--- src/rtl/dac_feeder_pkg.sv ---
// Shared types and constants for the DAC sample feeder.
package dac_feeder_pkg;

    typedef enum logic [1:0] {
        ST_IDLE     = 2'd0,
        ST_PRIME    = 2'd1,
        ST_RUN      = 2'd2,
        ST_UNDERRUN = 2'd3
    } state_e;

    localparam int unsigned PRIME_LEVEL = 2;

    function automatic logic [31:0] midscale(input int unsigned bitdepth);
        return 32'd1 << (bitdepth - 1);
    endfunction

endpackage

--- src/rtl/dac_fifo.sv ---
// Synchronous FIFO with occupancy output and single-cycle flush.
module dac_fifo #(
    parameter int unsigned WIDTH = 12,
    parameter int unsigned AW    = 4
) (
    input  logic             clk_i,
    input  logic             rst_ni,
    input  logic             push_i,
    input  logic             pop_i,
    input  logic             flush_i,
    input  logic [WIDTH-1:0] wr_data_i,
    output logic [WIDTH-1:0] rd_data_o,
    output logic [AW:0]      level_o,
    output logic             full_o,
    output logic             empty_o
);

    localparam int unsigned DEPTH = 1 << AW;

    logic [WIDTH-1:0] mem_q [DEPTH];
    logic [AW-1:0]    wr_ptr_q, wr_ptr_d;
    logic [AW-1:0]    rd_ptr_q, rd_ptr_d;
    logic [AW:0]      level_q, level_d;
    logic             do_push, do_pop;

    assign full_o    = (level_q == (AW+1)'(DEPTH));
    assign empty_o   = (level_q == '0);
    assign level_o   = level_q;
    assign rd_data_o = mem_q[rd_ptr_q];

    assign do_push = push_i && !full_o;
    assign do_pop  = pop_i && !empty_o;

    always_comb begin
        wr_ptr_d = wr_ptr_q;
        rd_ptr_d = rd_ptr_q;
        level_d  = level_q;
        if (flush_i) begin
            wr_ptr_d = '0;
            rd_ptr_d = '0;
            level_d  = '0;
        end else begin
            if (do_push) wr_ptr_d = wr_ptr_q + AW'(1);
            if (do_pop)  rd_ptr_d = rd_ptr_q + AW'(1);
            case ({do_push, do_pop})
                2'b10:   level_d = level_q + (AW+1)'(1);
                2'b01:   level_d = level_q - (AW+1)'(1);
                default: level_d = level_q;
            endcase
        end
    end

    always_ff @(posedge clk_i) begin
        if (!rst_ni) begin
            wr_ptr_q <= '0;
            rd_ptr_q <= '0;
            level_q  <= '0;
        end else begin
            wr_ptr_q <= wr_ptr_d;
            rd_ptr_q <= rd_ptr_d;
            level_q  <= level_d;
        end
    end

    // Storage needs no reset; a write during flush lands in a slot that is discarded.
    always_ff @(posedge clk_i) begin
        if (do_push) mem_q[wr_ptr_q] <= wr_data_i;
    end

endmodule

--- src/rtl/dac_feeder.sv ---
// Paced PCM feeder: FIFO-buffered samples released to a DAC on a divided strobe.
// Optional underrun event counter enabled by defining DAC_FEEDER_UNDERRUN_CNT_EN.
module dac_feeder
    import dac_feeder_pkg::*;
#(
    parameter int unsigned BITDEPTH = 12,
    parameter int unsigned DIV_W    = 16,
    parameter int unsigned FIFO_AW  = 4
) (
    input  logic                clk,
    input  logic                rst,
    input  logic                enable,
    input  logic [DIV_W-1:0]    divider,
    input  logic                wr_valid,
    input  logic [BITDEPTH-1:0] wr_data,
    output logic                wr_ready,
    output logic [FIFO_AW:0]    level,
    output logic                low_water,
    output logic                sample_strobe,
    output logic [BITDEPTH-1:0] pcm,
    output logic                underrun,
    input  logic                underrun_clr,
    output logic [7:0]          underrun_cnt
);

    localparam logic [BITDEPTH-1:0] MID       = BITDEPTH'(midscale(BITDEPTH));
    localparam logic [FIFO_AW:0]    PRIME_LVL = (FIFO_AW+1)'(PRIME_LEVEL);
    localparam logic [FIFO_AW:0]    HALF_LVL  = (FIFO_AW+1)'(1 << (FIFO_AW - 1));

    state_e              state_q, state_d;
    logic [DIV_W-1:0]    cnt_q, cnt_d;
    logic                strobe_q, strobe_d;
    logic [BITDEPTH-1:0] pcm_q, pcm_d;
    logic                underrun_q, underrun_d;

    logic                tc, ur_set;
    logic                fifo_push, fifo_pop, fifo_flush;
    logic                fifo_full, fifo_empty;
    logic [BITDEPTH-1:0] fifo_head;
    logic [FIFO_AW:0]    fifo_level;

    assign wr_ready  = rst && !fifo_full;
    assign fifo_push = wr_valid && wr_ready;
    assign level     = fifo_level;
    assign low_water = (fifo_level < HALF_LVL);

    dac_fifo #(
        .WIDTH (BITDEPTH),
        .AW    (FIFO_AW)
    ) u_fifo (
        .clk_i     (clk),
        .rst_ni    (rst),
        .push_i    (fifo_push),
        .pop_i     (fifo_pop),
        .flush_i   (fifo_flush),
        .wr_data_i (wr_data),
        .rd_data_o (fifo_head),
        .level_o   (fifo_level),
        .full_o    (fifo_full),
        .empty_o   (fifo_empty)
    );

    assign tc = (state_q != ST_IDLE) && (cnt_q == divider);

    always_comb begin
        state_d    = state_q;
        cnt_d      = cnt_q;
        strobe_d   = 1'b0;
        pcm_d      = pcm_q;
        ur_set     = 1'b0;
        fifo_pop   = 1'b0;
        fifo_flush = 1'b0;
        if (!enable) begin
            // Flush only on leaving playback so samples can be preloaded while idle.
            state_d    = ST_IDLE;
            cnt_d      = '0;
            pcm_d      = MID;
            fifo_flush = (state_q != ST_IDLE);
        end else if (state_q == ST_IDLE) begin
            state_d = ST_PRIME;
        end else begin
            cnt_d    = tc ? '0 : cnt_q + DIV_W'(1);
            strobe_d = tc;
            case (state_q)
                ST_PRIME: begin
                    if (fifo_level >= PRIME_LVL) state_d = ST_RUN;
                end
                ST_RUN: begin
                    if (tc) begin
                        if (!fifo_empty) begin
                            fifo_pop = 1'b1;
                            pcm_d    = fifo_head;
                        end else begin
                            state_d = ST_UNDERRUN;
                            pcm_d   = MID;
                            ur_set  = 1'b1;
                        end
                    end
                end
                ST_UNDERRUN: begin
                    if (fifo_level >= PRIME_LVL) state_d = ST_RUN;
                end
                default: state_d = ST_IDLE;
            endcase
        end
    end

    always_comb begin
        underrun_d = underrun_q;
        if (ur_set)            underrun_d = 1'b1;
        else if (underrun_clr) underrun_d = 1'b0;
    end

    always_ff @(posedge clk) begin
        if (!rst) begin
            state_q    <= ST_IDLE;
            cnt_q      <= '0;
            strobe_q   <= 1'b0;
            pcm_q      <= MID;
            underrun_q <= 1'b0;
        end else begin
            state_q    <= state_d;
            cnt_q      <= cnt_d;
            strobe_q   <= strobe_d;
            pcm_q      <= pcm_d;
            underrun_q <= underrun_d;
        end
    end

    assign sample_strobe = strobe_q;
    assign pcm           = pcm_q;
    assign underrun      = underrun_q;

`ifdef DAC_FEEDER_UNDERRUN_CNT_EN
    logic [7:0] ucnt_q, ucnt_d;

    always_comb begin
        ucnt_d = ucnt_q;
        if (ur_set) begin
            if (ucnt_q != 8'hFF) ucnt_d = ucnt_q + 8'd1;
        end else if (underrun_clr) begin
            ucnt_d = '0;
        end
    end

    always_ff @(posedge clk) begin
        if (!rst) ucnt_q <= '0;
        else      ucnt_q <= ucnt_d;
    end

    assign underrun_cnt = ucnt_q;
`else
    assign underrun_cnt = '0;
`endif

endmodule

--- config.mk ---
export PLATFORM = sky130hd
export DESIGN_NAME = dac_feeder
export DESIGN_NICKNAME = d
export VERILOG_FILES = /design/src/rtl/dac_feeder_pkg.sv /design/src/rtl/dac_fifo.sv /design/src/rtl/dac_feeder.sv
export SDC_FILE = /design/constraint.sdc
export NUM_CORES = 1
export LEC_CHECK = 0
export CAP_MARGIN = 20
export CELL_PAD_IN_SITES_DETAIL_PLACEMENT = 0
export CELL_PAD_IN_SITES_GLOBAL_PLACEMENT = 1
export CORE_MARGIN = 2
export CORE_UTILIZATION = 52
export DETAILED_ROUTE_END_ITERATION = 10
export GPL_TIMING_DRIVEN = 1
export HOLD_SLACK_MARGIN = 0.12
export PLACE_DENSITY = 0.82
export RECOVER_POWER = 25
export SETUP_SLACK_MARGIN = 0.02
export SLEW_MARGIN = 10
export SYNTH_ARGS = -nofsm -noshare
export SYNTH_HDL_FRONTEND = slang
export SYNTH_SLANG_ARGS = --single-unit
export TNS_END_PERCENT = 1
--- constraint.sdc ---
create_clock -name clk -period 6.6 [get_ports clk]
set_clock_uncertainty 0.05 [all_clocks]
set_input_delay 1.65 -clock clk [delete_from_list [all_inputs] [get_ports clk]]
set_output_delay 1.65 -clock clk [all_outputs]
set_load 0.02 [all_outputs]
==> results.md, run 1 <==
- Slew Viols, Final: 0
- Worst Setup Slack, final: 1890 ps
- Cts hold-fix bufs: 0
- WS Path Type: in2out
- Arrival @ worst endpoint: 3010 ps
- Share of layout cells above drive strength 1: 0.155
- Mapped Area: 0.00968 mm²
- Total area of sequential cells: 0.00675 mm²
- Worst min path class: reg2reg
- CTS resizes: 0
- FILL cells: 1,286
- Iteration-0 DRC Markers: 335
- DR vias/cell: 5.82
- Switch share: 0.201
- Tot GR Track Use: 0.197
- Grt total ovfl: 0
- Peak supply drop: 0.218 mV
- TritonCTS clock tree: done
- Pint: 2.42 mW
- Die area: 0.0197 mm²
- Most used cell, CP: clkdlybuf4s50_1
- Reg power frac: 0.545
- Outcome: complete, no violations
- Net Switching: 608 µW
- Final ANT Viol Nets: 0
- Area growth, synth to finish: 15.4%
- Worst path slowest cell: clkdlybuf4s50_1
- Worst r2r dst: u_fifo.level_o[4]$_SDFFE_PP0P_
- Num CTS Buffers: 24
- Sequential fraction of the synthesis area: 0.697
- Delay-heaviest family, CP: buffers and inverters
- Post-layout util: 0.618
- Setup tns final: 0 ps
- Initial DRT Pass Iterations: 5
- Most frequent cells in the layout: edfxtp_1 (192), nor2_1 (50), mux4_2 (48), dfxtp_1 (47), clkdlybuf4s50_1 (42)
- IO buf count: 53
- Most common cell after layout, fill and taps aside: edfxtp_1
- Via count: 5,135
- Number of placement rows: 49
- Most used flip-flop cell after synthesis: edfxtp_1
- Final Hold Vio Count: 0
- Seq cells post-synth: 241
- Clk network pwr share: 0.426
- Part of the power in combinational logic: 0.029
- Clock root cell: clkbuf_16
- Multi-input gate area: 0.00275 mm²
- Largest net degree at the start of global routing: 49
- Clock slew at reported path FFs: 60 ps
- CP required: 4900 ps
- Max-cap viol count: 0
- CP Max Fanout: 5
- Core ar.: 0.0181 mm²
- Hold path start: pcm[7]$_SDFFE_PN0P_
- Cell variety after synth: 50
- Worst path max stage delay: 610 ps
- Synth Instances: 575
- EDFF count, synth: 192
- Starting Density: 0.535
- Die Ht: 140 µm
- Placed Area: 0.0104 mm²
- Setup WS pre-CTS: 1740 ps
- Die X: 140 µm
- RR Startpoint: u_fifo.level_o[1]$_SDFFE_PP0P_
- Synthesized area per cell: 16.8 µm²
- DRC: 0
- Clock buffer depth: 3
- Clock latency on the worst-skew pair: 520 ps
- Hold Path Sink: pcm[7]$_SDFFE_PN0P_
- Post-CTS setup buffer count: 0
- CP Buf/Inv Count: 3
- Diodes inserted: 0
- CP Capture Type: output pin
- Vias in the first global route: 5,319
- DR WL/cell: 21.8 µm
- Initial antenna violation count: 1
- Ys async rst share: 0
- Critical Path, Cell by Cell: clkdlybuf4s50_1 -> inv_1 -> a21oi_1 -> clkdlybuf4s50_1
- FMAX: 0.212 GHz
- Cell count of the worst reg-to-reg path: 12
- Leakage power: 3.62 nW
- PwrDens: 271 mW/mm²
- Worst setup SP type: input pin
- Post-DP HPWL: 11,500 µm
- Tcrit/Tclk final: 0.714
- Worst Max-Slew Pin Slew: 832 ps
- Final instance area: 0.0112 mm²
- Final Setup Violations: 0
- CTS Sinks: 241
- Placer Congestion: 0.786
- Fin crit period: 4710 ps
- Final nets: 678
- Ports: 62
- Yosys Warn Count: 0
- Htree depth: 1
- Drt total wl: 19,200 µm
- First-pass GRT wire length: 29,500 µm
- Hold path depth: 1
- RSZ-0062 raised after global routing: false
- Crit path depth: 4
- Relative slew slack: 0.445
- R2r setup slk: 3300 ps
[metal layers]
metal / vias up / routed length (µm) / global-route usage
met1: 2565 / 7930 / 0.262
li1: 2347 / - / -
met3: 39 / 1170 / 0.0359
met5: - / 13 / 0
met4: 2 / 446 / 0.0526
met2: 182 / 9640 / 0.340
[how the worst max path moves through the flow]
| stage | slack [ps] | end | from |
|---|---|---|---|
| 6_report | 1890 | wr_ready | rst |
| 5_1_grt | 1820 | wr_ready | rst |
| 4_1_cts | 1880 | wr_ready | rst |
| 3_5_place_dp | 1740 | u_fifo.level_o[4]$_SDFFE_PP0P_ | divider[8] |
| 3_3_place_gp | 1830 | u_fifo.level_o[4]$_SDFFE_PP0P_ | divider[8] |
| 2_1_floorplan | 2450 | u_fifo.level_o[4]$_SDFFE_PP0P_ | divider[9] |
[final cells by class]
cell class / instances / area share
tap: 229 / 0.0257
timing repair buffer: 59 / 0.0527
inverter: 10 / 0.00336
clock buffer: 30 / 0.0586
sequential: 241 / 0.604
clock inverter: 14 / 0.00896
multi-input combinational: 299 / 0.246
[logic make-up (layout without fill, tap and decap cells)]
logic type / count (synthesis) / in the layout / synth area share
AO/OA/AOI/OAI: 68 / 68 / 0.0477
buffers and inverters: 42 / 113 / 0.0216
other: 1 / 8 / 0.000387
AND/OR/NAND/NOR: 123 / 123 / 0.0703
multiplexers: 52 / 52 / 0.116
flip-flops: 241 / 241 / 0.697
XOR/XNOR: 38 / 38 / 0.0344
adder cells (fa/ha/maj): 10 / 10 / 0.0129
[power groups by stage]
stage / clock (mW) / sequential, mW / combinational (mW)
floorplan: 0 / 1.68 / 0.0428
global placement: 0 / 1.68 / 0.0849
detailed placement: 0 / 1.68 / 0.0881
CTS: 1.31 / 1.65 / 0.0887
global route: 1.37 / 1.65 / 0.0945
finish: 1.29 / 1.65 / 0.0869
[worst reg2reg max path: cells and delay by family, from the launching register on]
| family | cells | cell delay [ps] |
|---|---|---|
| AO/OA/AOI/OAI | 4 | 640 |
| XOR/XNOR | 1 | 180 |
| adder cells (fa/ha/maj) | 2 | 510 |
| flip-flops | 1 | 410 |
| AND/OR/NAND/NOR | 5 | 1450 |
[state kept, by name, indices dropped and copies added (netlist names), named ones only]
register and count:
u_fifo.rd_ptr_q 4, u_fifo.level_o 5, u_fifo.wr_ptr_q 4, underrun 1, sample_strobe 1, u_fifo.mem_q 192
cnt_q 16, state_q 2, pcm 12
[stage by stage]
step,power [mW],cells,hold slack [ps]
2_1_floorplan,1.73,582,403
3_3_place_gp,1.77,837,413
3_5_place_dp,1.77,837,414
4_1_cts,3.05,881,432
5_1_grt,3.11,882,455
6_report,3.03,882,432
[synthesized netlist by cell type (8+ instances only)]
cell      count  area, µm²
edfxtp_1    192       5770
a22o_1       11       96.3
buf_4         8       60.1
o22ai_1      22        138
nand2_1      17       63.8
and2_1       16        100
nor2_1       50        188
clkbuf_1     10       37.5
a21oi_1      13       65.1
ha_1         10        125
xnor2_1       9       78.8
buf_2        11       55.1
mux4_2       48       1080
xor2_1       29        254
inv_1        10       37.5
dfxtp_1      49        981
(Power assumes the default switching activity.)
==> inputs of run 2 (changes only) <==
--- a/config.mk
+++ b/config.mk
@@ -9,11 +9,11 @@
 export CELL_PAD_IN_SITES_DETAIL_PLACEMENT = 0
 export CELL_PAD_IN_SITES_GLOBAL_PLACEMENT = 1
 export CORE_MARGIN = 2
-export CORE_UTILIZATION = 52
+export CORE_UTILIZATION = 45
 export DETAILED_ROUTE_END_ITERATION = 10
 export GPL_TIMING_DRIVEN = 1
 export HOLD_SLACK_MARGIN = 0.12
-export PLACE_DENSITY = 0.82
+export PLACE_DENSITY = 0.76
 export RECOVER_POWER = 25
 export SETUP_SLACK_MARGIN = 0.02
 export SLEW_MARGIN = 10
==> constraint.sdc (replaced) <==
create_clock -name clk -period 4.1 [get_ports clk]
set_clock_uncertainty 0.05 [all_clocks]
set_input_delay 1.025 -clock clk [delete_from_list [all_inputs] [get_ports clk]]
set_output_delay 1.025 -clock clk [all_outputs]
set_load 0.02 [all_outputs]
==> results.md, run 2 (synthesis results as in run 1) <==
- Die X: 151 µm (was 140 µm)
- Num CTS Buffers: 25 (was 24)
- Number of placement rows: 53 (was 49)
- FILL cells: 1,697 (was 1,286)
- Peak supply drop: 0.278 mV (was 0.218 mV)
- Fin crit period: 3490 ps
- Worst min path class: reg2reg (unchanged)
- Ports: 62 (unchanged)
- IO buf count: 53 (unchanged)
- Met1 track demand over resource: 0.247 (was 0.262)
- Hold path depth: 1 (unchanged)
- Hold_ws: 434 ps (was 432 ps)
- Final Setup Violations: 0 (unchanged)
- Cts hold-fix bufs: 0 (unchanged)
- Final Hold Vio Count: 0 (unchanged)
- Cell count of the worst reg-to-reg path: 12 (unchanged)
- Worst r2r dst: u_fifo.level_o[4]$_SDFFE_PP0P_ (unchanged)
- Tot GR Track Use: 0.180 (was 0.197)
- CP Capture Type: output pin (unchanged)
- Design Power: 4.92 mW (was 3.03 mW)
- Worst path max stage delay: 620 ps (was 610 ps)
- Worst setup SP type: input pin (unchanged)
- Most common cell after layout, fill and taps aside: edfxtp_1 (unchanged)
- Starting Density: 0.459 (was 0.535)
- Largest net degree at the start of global routing: 29 (was 49)
- Hold path start: pcm[8]$_SDFFE_PN0P_ (was pcm[7]$_SDFFE_PN0P_)
- Crit path depth: 4 (unchanged)
- R2r setup slk: 880 ps (was 3300 ps)
- Share of layout cells above drive strength 1: 0.182 (was 0.155)
- Slew Viols, Final: 0 (unchanged)
- Most used cell, CP: clkdlybuf4s50_1 (unchanged)
- Post-CTS setup buffer count: 0 (unchanged)
- Via count: 5,268 (was 5,135)
- Area growth, synth to finish: 17.7% (was 15.4%)
- Clock slew at reported path FFs: 60 ps (about the same)
- Hold Path Sink: pcm[8]$_SDFFE_PN0P_ (was pcm[7]$_SDFFE_PN0P_)
- DR WL/cell: 20.8 µm (was 21.8 µm)
- Worst path slowest cell: clkdlybuf4s50_1 (unchanged)
- Register bank with the most flops: u_fifo.mem_q (unchanged)
- Relative slew slack: 0.485 (was 0.445)
- Outcome: complete, no violations (unchanged)
- Tcrit/Tclk final: 0.851
- Initial DRT Pass Iterations: 4 (was 5)
- Die Ht: 151 µm (was 140 µm)
- Critical Path, Cell by Cell: clkdlybuf4s50_1 -> inv_1 -> a21oi_1 -> clkdlybuf4s50_1 (unchanged)
- First-pass GRT wire length: 30,300 µm (was 29,500 µm)
- Clock buffer depth: 3 (unchanged)
- Cell count after placement: 904 (was 837)
- Final nets: 699 (was 678)
- Max reg flops: 192 (unchanged)
- Drt total wl: 19,800 µm (was 19,200 µm)
- Clock latency on the worst-skew pair: 510 ps (was 520 ps)
- Post-layout util: 0.540 (was 0.618)
- CP Buf/Inv Count: 3 (unchanged)
- WS Path Type: in2out (unchanged)
- Final ANT Viol Nets: 0 (unchanged)
- CTS Sinks: 241 (unchanged)
- Final non-filler cell total: 951 (was 882)
- CTS resizes: 0 (unchanged)
- Met2 usage: 0.293 (was 0.340)
- Vias in the first global route: 5,296 (was 5,319)
- RSZ-0062 raised after global routing: false (unchanged)
- Most frequent cells in the layout: edfxtp_1 (192), nor2_1 (50), mux4_2 (48), dfxtp_1 (47), clkdlybuf4s50_1 (45) (was edfxtp_1 (192), nor2_1 (50), mux4_2 (48), dfxtp_1 (47), clkdlybuf4s50_1 (42))
- RR Startpoint: u_fifo.level_o[1]$_SDFFE_PP0P_ (unchanged)
- Placer Congestion: 0.821 (was 0.786)
- CP Max Fanout: 5 (unchanged)
- Busiest grt layer: met2 (unchanged)
- Arrival @ worst endpoint: 2410 ps (was 3010 ps)
- Core ar.: 0.0211 mm² (was 0.0181 mm²)
- TritonCTS clock tree: done (unchanged)
- Post-DP HPWL: 12,600 µm (was 11,500 µm)
- Die area: 0.0227 mm² (was 0.0197 mm²)
- Setup tns final: 0 ps (unchanged)
- Delay-heaviest family, CP: buffers and inverters (unchanged)
- Max-cap viol count: 0 (unchanged)
- Clock root cell: clkbuf_16 (unchanged)
- Grt total ovfl: 0 (unchanged)
- Iteration-0 DRC Markers: 358 (was 335)
- Worst Max-Slew Pin Slew: 771 ps (was 832 ps)
- CP required: 3020 ps (was 4900 ps)
- Met3 usage: 0.0330 (was 0.0359)
- Initial antenna violation count: 3 (was 1)
- Htree depth: 1 (unchanged)
- DR vias/cell: 5.54 (was 5.82)
- Leakage power: 3.73 nW (was 3.62 nW)
- DRC: 0 (unchanged)
- PwrDens: 432 mW/mm² (was 271 mW/mm²)
- FMAX: 0.287 GHz
==> run 2: where the power goes <==
group	leakage [nW]	total (mW)	switching, mW	internal (mW)
registers	2.13	2.66	0.00759	2.65
logic	1.23	0.141	0.0852	0.0561
clock network	0.377	2.12	0.893	1.23
==> run 2: metrics by stage <==
step	worst slack [ps]	instance area [µm²]
after floorplan	574	9710
after global placement	256	10600
after detailed placement	193	10600
after CTS	597	11400
after global routing	520	11400
final	612	11400
==> run 2: per-layer routing <==
metal / part of all wire / wire length [µm]
met2: 0.48 / 9500
met5: 0.00066 / 13
met4: 0.033 / 653
met3: 0.059 / 1180
met1: 0.43 / 8460
==> run 2: worst max-delay path by stage <==
stage	start	endpoint	slack, ps
finish	rst	wr_ready	610
global route	rst	wr_ready	520
CTS	rst	wr_ready	600
detailed placement	divider[7]	u_fifo.level_o[4]$_SDFFE_PP0P_	190
global placement	divider[9]	u_fifo.level_o[4]$_SDFFE_PP0P_	260
floorplan	divider[9]	u_fifo.level_o[4]$_SDFFE_PP0P_	570
==> run 2: worst register-to-register path, cell delays in order, from the launching register on <==
cell	delay, ps
dfxtp_1	400
or4_1	600
or2_1	280
nand3_2	140
nor2_1	80
ha_1	200
buf_4	170
ha_1	290
inv_1	60
o32ai_1	270
a221oi_1	130
or3_1	320
a21oi_1	150
==> run 2: area by class of cell <==
class / instances / area [µm²] / share of cell area
well taps: 275 / 344 / 0.0302
clock inverters: 9 / 80.1 / 0.00703
repair buffers: 79 / 738 / 0.0648
inverters: 10 / 37.5 / 0.00329
clock buffers: 36 / 687 / 0.0603
flip-flops and latches: 241 / 6750 / 0.592
multi-input cells: 299 / 2750 / 0.242
diodes: 2 / 5.00 / 0.000439
==> inputs of run 3 (changes only) <==
--- a/config.mk
+++ b/config.mk
@@ -8,7 +8,6 @@
 export CAP_MARGIN = 20
 export CELL_PAD_IN_SITES_DETAIL_PLACEMENT = 0
 export CELL_PAD_IN_SITES_GLOBAL_PLACEMENT = 1
-export CORE_MARGIN = 2
 export CORE_UTILIZATION = 45
 export DETAILED_ROUTE_END_ITERATION = 10
 export GPL_TIMING_DRIVEN = 1
==> results.md, run 3 (synthesis results as in run 1) <==
- Placer Congestion: 0.807 (was 0.821)
- FMAX: 0.279 GHz (was 0.287 GHz)
- Iteration-0 DRC Markers: 470 (was 358)
- RSZ-0062 raised after global routing: false (unchanged)
- Worst setup SP type: input pin (unchanged)
- Fin crit period: 3580 ps (was 3490 ps)
- CTS Sinks: 241 (unchanged)
- Number of placement rows: 53 (unchanged)
- CP Capture Type: output pin (unchanged)
- Area growth, synth to finish: 19.2% (was 17.7%)
- Initial DRT Pass Iterations: 5 (was 4)
- Post-CTS setup buffer count: 0 (unchanged)
- Share of layout cells above drive strength 1: 0.196 (was 0.182)
- Die area: 0.0221 mm² (was 0.0227 mm²)
- CP required: 3020 ps (about the same)
- Htree depth: 1 (unchanged)
- Final nets: 701 (was 699)
- Num CTS Buffers: 26 (was 25)
- Slew Viols, Final: 0 (unchanged)
- WS Path Type: in2out (unchanged)
- Cell count of the worst reg-to-reg path: 12 (unchanged)
- Relative slew slack: 0.536 (was 0.485)
- Grt total ovfl: 0 (unchanged)
- First-pass GRT wire length: 30,500 µm (was 30,300 µm)
- CP Max Fanout: 5 (unchanged)
- Setup WS pre-CTS: 208 ps (was 193 ps)
- Arrival @ worst endpoint: 2510 ps (was 2410 ps)
- Most common cell after layout, fill and taps aside: edfxtp_1 (unchanged)
- Critical Path, Cell by Cell: dlygate4sd3_1 -> inv_1 -> a21oi_1 -> clkdlybuf4s50_1 (was clkdlybuf4s50_1 -> inv_1 -> a21oi_1 -> clkdlybuf4s50_1)
- Core ar.: 0.0211 mm² (unchanged)
- Ports: 62 (unchanged)
- Register bank with the most flops: u_fifo.mem_q (unchanged)
- Drt total wl: 20,000 µm (was 19,800 µm)
- Vias in the first global route: 5,315 (was 5,296)
- Met1 wire length: 8670 µm (was 8460 µm)
- Worst min path class: reg2reg (unchanged)
- Max reg flops: 192 (unchanged)
- Die Ht: 149 µm (was 151 µm)
- Largest net degree at the start of global routing: 27 (was 29)
- CP Buf/Inv Count: 3 (unchanged)
- Cts hold-fix bufs: 0 (unchanged)
- Worst Setup Slack, final: 518 ps (was 612 ps)
- Met2 wire len: 9600 µm (was 9500 µm)
- IO buf count: 53 (unchanged)
- Hold path depth: 1 (unchanged)
- DR WL/cell: 21.0 µm (was 20.8 µm)
- Post-layout util: 0.547 (was 0.540)
- Final Setup Violations: 0 (unchanged)
- Via count: 5,273 (was 5,268)
- Clock root cell: clkbuf_16 (unchanged)
- Final non-filler cell total: 954 (was 951)
- Outcome: complete, no violations (unchanged)
- Worst Max-Slew Pin Slew: 695 ps (was 771 ps)
- Worst path max stage delay: 630 ps (was 620 ps)
- Cell count after placement: 905 (was 904)
- Tcrit/Tclk final: 0.874 (was 0.851)
- Die X: 149 µm (was 151 µm)
- Setup tns final: 0 ps (unchanged)
- Starting Density: 0.459 (unchanged)
- DRC: 0 (unchanged)
- Worst path slowest cell: clkdlybuf4s50_1 (unchanged)
- Peak supply drop: 0.293 mV (was 0.278 mV)
- Clock latency on the worst-skew pair: 510 ps (about the same)
- Clock buffer depth: 3 (unchanged)
- Leakage power: 3.80 nW (was 3.73 nW)
- Tot GR Track Use: 0.187 (was 0.180)
- Initial antenna violation count: 2 (was 3)
- Max-cap viol count: 0 (unchanged)
- Final Hold Vio Count: 0 (unchanged)
- PwrDens: 451 mW/mm² (was 432 mW/mm²)
- Most frequent cells in the layout: edfxtp_1 (192), nor2_1 (50), mux4_2 (48), dfxtp_1 (47), clkdlybuf4s50_1 (44) (was edfxtp_1 (192), nor2_1 (50), mux4_2 (48), dfxtp_1 (47), clkdlybuf4s50_1 (45))
- CTS resizes: 0 (unchanged)
- TritonCTS clock tree: done (unchanged)
- Detailed route wirelength on metal3: 1260 µm (was 1180 µm)
- Crit path depth: 4 (unchanged)
- Post-DP HPWL: 12,500 µm (was 12,600 µm)
- Delay-heaviest family, CP: buffers and inverters (unchanged)
- DR vias/cell: 5.53 (was 5.54)
- Clock slew at reported path FFs: 60 ps (about the same)
- Highest Signal Layer: met5 (unchanged)
- Final ANT Viol Nets: 0 (unchanged)
-- run 3: cell count changes in the layout (fill, tap and decap cells not counted), moves of 2 or more --
cell / previous run / this run
bufinv_16: 1 / 3
clkbuf_1: 9 / 1
clkinvlp_4: 0 / 3
buf_4: 25 / 27
clkinv_1: 1 / 3
clkbuf_16: 25 / 28
-- run 3: stage by stage --
step	power, mW	instance area (µm²)	hold slack (ps)
3_3_place_gp	2.85	10600	410
5_1_grt	5.37	11500	458
6_report	5.21	11500	429
2_1_floorplan	2.78	9710	403
4_1_cts	5.26	11500	434
3_5_place_dp	2.85	10600	420
-- run 3: power by group --
part	internal (mW)	total, mW	switching [mW]
clock	1.46	2.41	0.950
sequential	2.65	2.66	0.00777
combinational	0.0558	0.141	0.0856
total	4.16	5.21	1.04
-- run 3: cell type report --
type,count,area [µm²]
clock inverters,18,199
inverters,10,37.5
fillers,1628,9550
well taps,275,344
diodes,1,2.50
repair buffers,80,733
flip-flops and latches,241,6750
clock buffers,30,718
multi-input cells,299,2750
-- run 3: worst paths after layout --
check	start	endpoint	slack [ps]
max	rst	wr_ready	520
min	pcm[4]$_SDFFE_PN0P_	pcm[4]$_SDFFE_PN0P_	430
max reg2reg	u_fifo.level_o[1]$_SDFFE_PP0P_	u_fifo.level_o[4]$_SDFFE_PP0P_	840
min reg2reg	pcm[4]$_SDFFE_PN0P_	pcm[4]$_SDFFE_PN0P_	430
-- run 3: layer usage --
layer,track usage,up-vias
met1,0.258,2660
met3,0.0294,36
met4,0.0557,2
li1,-,2401
met2,0.304,174
met5,0,-
-- run 3: worst reg2reg max path, cell delays in order (launching register included) --
cell and delay [ps]:
dfxtp_1 410, or4_1 610, or2_1 280, nand3_2 150, nor2_1 80, ha_1 200, buf_4 160, ha_1 290
inv_1 70, o32ai_1 300, a221oi_1 130, or3_1 320, a21oi_1 140
